--- src/rtl/uart_tx_arbiter.sv ---
// Round-robin arbiter sharing one uart_tx byte channel between NUM_REQ requesters, with packet locking.
// Optional forced release of a stalled owner is built when ARB_TIMEOUT_EN is defined.
module uart_tx_arbiter #(
    parameter int NUM_REQ        = 4,
    parameter int TIMEOUT_CYCLES = 50000
) (
    input  logic                 clk,
    input  logic                 rst_n,
    input  logic [NUM_REQ*8-1:0] req_data,
    input  logic [NUM_REQ-1:0]   req_valid,
    input  logic [NUM_REQ-1:0]   req_last,
    output logic [NUM_REQ-1:0]   req_ready,
    output logic [7:0]           tx_data,
    output logic                 tx_data_valid,
    input  logic                 tx_data_ready,
    output logic [NUM_REQ-1:0]   grant,
    output logic                 busy,
    output logic                 timeout_err
);

    localparam int IW = $clog2(NUM_REQ);

    if (NUM_REQ < 2 || NUM_REQ > 8 || TIMEOUT_CYCLES < 1) begin : g_bad_param
        $error("uart_tx_arbiter: parameter out of range");
    end

    typedef enum logic {
        IDLE = 1'b0,
        LOCK = 1'b1
    } state_t;

    state_t        state;
    logic [IW-1:0] rr_ptr;
    logic [IW-1:0] owner;
    logic [IW-1:0] pick;
    logic [IW-1:0] cand;
    logic          pick_found;
    logic          transfer;
    logic          last_xfer;
    logic          timeout_hit;

    // Search starts just after the last owner so it becomes lowest priority.
    always_comb begin
        pick_found = 1'b0;
        pick       = rr_ptr;
        cand       = '0;
        for (int k = 1; k <= NUM_REQ; k++) begin
            cand = IW'((int'(rr_ptr) + k) % NUM_REQ);
            if (!pick_found && req_valid[cand]) begin
                pick_found = 1'b1;
                pick       = cand;
            end
        end
    end

    always_comb begin
        tx_data       = 8'h00;
        tx_data_valid = 1'b0;
        req_ready     = '0;
        if (state == LOCK) begin
            tx_data          = req_data[{owner, 3'b000} +: 8];
            tx_data_valid    = req_valid[owner];
            req_ready[owner] = tx_data_ready;
        end
    end

    assign transfer  = tx_data_valid && tx_data_ready;
    assign last_xfer = transfer && req_last[owner];

    always_ff @(posedge clk) begin
        if (!rst_n) begin
            state  <= IDLE;
            grant  <= '0;
            busy   <= 1'b0;
            owner  <= '0;
            rr_ptr <= IW'(NUM_REQ - 1);
        end else begin
            case (state)
                IDLE: begin
                    if (pick_found) begin
                        state <= LOCK;
                        owner <= pick;
                        grant <= NUM_REQ'(1) << pick;
                        busy  <= 1'b1;
                    end
                end
                LOCK: begin
                    if (last_xfer || timeout_hit) begin
                        state  <= IDLE;
                        grant  <= '0;
                        busy   <= 1'b0;
                        rr_ptr <= owner;
                    end
                end
                default: state <= IDLE;
            endcase
        end
    end

`ifdef ARB_TIMEOUT_EN
    logic [31:0] idle_cnt;

    // The release fires on the cycle that completes TIMEOUT_CYCLES idle owner cycles.
    assign timeout_hit = (state == LOCK) && !req_valid[owner] &&
                         (idle_cnt == 32'(TIMEOUT_CYCLES - 1));

    always_ff @(posedge clk) begin
        if (!rst_n) begin
            idle_cnt    <= '0;
            timeout_err <= 1'b0;
        end else begin
            timeout_err <= timeout_hit;
            if (state != LOCK || req_valid[owner] || timeout_hit) begin
                idle_cnt <= '0;
            end else begin
                idle_cnt <= idle_cnt + 32'd1;
            end
        end
    end
`else
    assign timeout_hit = 1'b0;
    assign timeout_err = 1'b0;
`endif

endmodule

--- config.mk ---
export PLATFORM = sky130hd
export DESIGN_NAME = uart_tx_arbiter
export DESIGN_NICKNAME = d
export VERILOG_FILES = /design/src/rtl/uart_tx_arbiter.sv
export SDC_FILE = /design/constraint.sdc
export NUM_CORES = 1
export LEC_CHECK = 0
export ABC_AREA = 1
export CORE_MARGIN = 8
export CORE_UTILIZATION = 35
export DETAILED_ROUTE_END_ITERATION = 7
export PLACE_DENSITY = 0.75
export REMOVE_ABC_BUFFERS = 1
export SLEW_MARGIN = 0
export SYNTH_ARGS = -nofsm -noshare
export SYNTH_HDL_FRONTEND = slang
export SYNTH_SLANG_ARGS = --single-unit
--- constraint.sdc ---
create_clock -name clk -period 4.8 [get_ports clk]
set_clock_uncertainty 0.15 [all_clocks]
set_input_delay 1.44 -clock clk [delete_from_list [all_inputs] [get_ports clk]]
set_output_delay 1.44 -clock clk [all_outputs]
set_load 0.01 [all_outputs]
==> key figures <==
Synthesis
  – Fraction of registers with async set/reset: 0
  – EDFF count, synth: 0
  – Yosys cell types: 25
  – Post-synthesis average cell area: 6.241 um^2
  – Cell taking the most area after synthesis: dfxtp_1
  – Primary flip-flop cell chosen by synthesis mapping: dfxtp_1
  – Largest cells by area after synthesis: dfxtp_1 (19%), nand2_1 (15%), nand3_1 (14%)
  – Share of the yosys chip area belonging to registers: 0.1898
  – Area share of the leading cell type in the synthesized netlist: 0.1898
  – Number of standard cells after synthesis: 169
  – Synthesis Warnings: 0
  – Post-synthesis instance area: 1055 um^2
  – Register bit count reported by yosys: 10

Global route
  – First-pass GRT wire length: 5.830 mm
  – Total GRT Usage: 0.1398
  – Maximum number of pins on one net before global-route repair: 22
  – Total overflow reported by the global router: 0
  – Initial antenna violation count: 0
  – Number of global-route vias before repair: 1403

Placement
  – Gpl congestion: 0.8070
  – Total placed cells including tap cells: 256
  – Port buffer count: 60
  – Total half-perimeter wirelength after legalization and detailed placement: 2.832 mm

Critical path
  – Depth of the most critical reg-to-reg path: 8
  – Required arrival time at the worst endpoint: 3210 ps
  – Data arrival time of the critical path: 2920 ps
  – Classification of the worst setup path: in -> out
  – Highest net fanout along the worst path: 3
  – Kind of end point of the critical path: output pin
  – Type of origin of the critical path: primary input

Routing
  – Total number of vias: 1325
  – Via density: 5.096
  – DRC viols: 0
  – Total detailed-routing wirelength: 3.431 mm
  – Number of violations reported at the end of detailed-routing iteration 0: 60
  – Wirelength per Cell: 13.20 um
  – Drt pass-1 iters: 4
  – Antenna Violating Nets Remaining: 0

Floorplan
  – Standard-cell rows: 20
  – IO Pins: 62
  – Die outline area: 5026 um^2
  – Effective utilization at floorplan: 0.3572
  – Area inside the core boundary: 2953 um^2
  – Horizontal die dimension: 70.90 um
  – Die Span Y: 70.90 um

CTS
  – TritonCTS sink count: 10
  – Clk slew on worst S/H paths: 60 ps
  – Post_cts resized: 0
  – Number of buffers inserted by post-CTS setup repair: 0
  – Clock tree from TritonCTS: done
  – Max Buffers Root-to-Sink: 2
  – Level count of the clock H-tree: 1
  – Inserted Clock Buffers: 3
  – CTS Hold Bufs: 0
  – CTS root buf: clkbuf_4
  – Later-pin clock latency in the skew report: 270 ps

Min path
  – Kind of path behind the tightest hold check: reg -> reg
  – Hold Crit Depth: 2

Final layout
  – Final net count: 271
  – Most frequent cells in the layout: clkdlybuf4s50_1 (60), nand2_1 (43), nand3_1 (29), nor2_1 (10), dfxtp_1 (10)
  – Cell Count, Final, Fillers Out: 260
  – Area overhead of the layout relative to synthesis: 60.85%
  – Number of diodes: 0
  – Leading cell type in the layout, fill and taps excluded: clkdlybuf4s50_1
  – Filler cell count: 320
  – Fraction of final layout cells sized beyond drive strength 1: 0.1410

Timing
  – Final hold violation count: 0
  – Final number of max-transition violations: 0
  – Max Freq: 221.5 MHz
  – Worst slew slack as a fraction of its limit: 0.4952
  – Final worst path period need: 4514 ps
  – Setup repair after global routing missed its margin: no
  – Final worst path period share: 0.9405
  – Worst-Margin Slew: 756.1 ps
  – Total negative setup slack: 0 ps
  – Count of endpoints failing setup in the final report: 0

Run status
  – Status: completed

Pwr
  – Comb power frac: 0.562
  – VDD IR max: 0.0001051 V
  – Leakage Power: 0.7121 nW
  – Switching portion of total power: 0.4183
  – Power spent charging and discharging nets: 0.0001883 W
  – Cell area power density: 265.4 nW/um^2
  – Clk pwr share: 0.172
  – Sequential share of power: 0.266
  – Internal power summed over all cells: 0.0002619 W

Job
  – Max_cap viols: 0
## final timing paths
path              slack, ps             to          from
setup / recovery        290  tx_data_valid  req_valid[1]
hold / removal          320           busy          busy
setup reg to reg       2740       grant[0]      owner[1]
hold reg to reg         320           busy          busy
## power by group through the flow
stage	Clock [W]	Sequential, W	Combinational, W
global route	0.0000843	0.000122	0.000283
global placement	0	0.000122	0.000255
detailed placement	0	0.000121	0.000256
finish	0.0000773	0.000120	0.000253
floorplan	0	0.000118	0.000149
CTS	0.0000782	0.000120	0.000256
## metrics by stage
step | area (um^2) | util | hold WS [ps] | setup slack [ps] | total power (W)
final | 1697 | 0.5746 | 315.4 | 285.7 | 0.0004502
after CTS | 1697 | 0.5746 | 318.3 | 270.4 | 0.0004544
after floorplan | 1018 | - | 308.4 | 1318 | 0.0002676
after global routing | 1697 | 0.5746 | 356.4 | 184.6 | 0.0004900
after detailed placement | 1660 | 0.5623 | 305.7 | 274.4 | 0.0003769
after global placement | 1660 | 0.5623 | 305.0 | 276.5 | 0.0003771
## layout make-up
| type | instances | area, um^2 | share of cell area |
|---|---|---|---|
| tap | 33 | 41.29 | 0.02434 |
| sequential | 10 | 200.2 | 0.1180 |
| timing repair buffer | 60 | 600.6 | 0.3540 |
| inverter | 15 | 56.30 | 0.03319 |
| clock buffer | 4 | 36.28 | 0.02139 |
| multi-input combinational | 138 | 762.0 | 0.4491 |
## sequential cells by signal, indices dropped and copies added, names as in the netlist
signal and flops:
busy 1, grant 4, owner 2, rr_ptr 2, state 1
## per-layer routing
layer / vias to the layer above / global-route usage / part of all wire
met4: 0 / 0.06236 / 0.016
met5: - / 0 / 0
met2: 54 / 0.2482 / 0.46
met1: 573 / 0.1251 / 0.39
li1: 693 / - / -
met3: 5 / 0.08192 / 0.13
## critical path, cell delays in order
cell and delay (ps):
clkdlybuf4s50_1 500, inv_1 50, o22ai_1 160, nor2_1 60, nor2_1 140, clkdlybuf4s50_1 570
## logic make-up after synthesis
group / count (synthesis) / share of synthesized area
flip-flops: 10 / 0.1898
other: 1 / 0.003555
buffers and inverters: 21 / 0.08778
AND/OR/NAND/NOR: 104 / 0.5267
AO/OA/AOI/OAI: 33 / 0.1922
## Yosys cell counts, types with 4 or more instances
| library cell | count |
|---|---|
| inv_2 | 6 |
| nand2_1 | 43 |
| nand2_4 | 8 |
| nand3_1 | 29 |
| inv_1 | 7 |
| a31oi_1 | 8 |
| a21oi_1 | 7 |
| a22oi_1 | 8 |
| dfxtp_1 | 10 |
| nor2_1 | 10 |
| nand2_2 | 7 |
| o21ai_1 | 4 |
No activity file was read; power rests on OpenSTA's default activity.
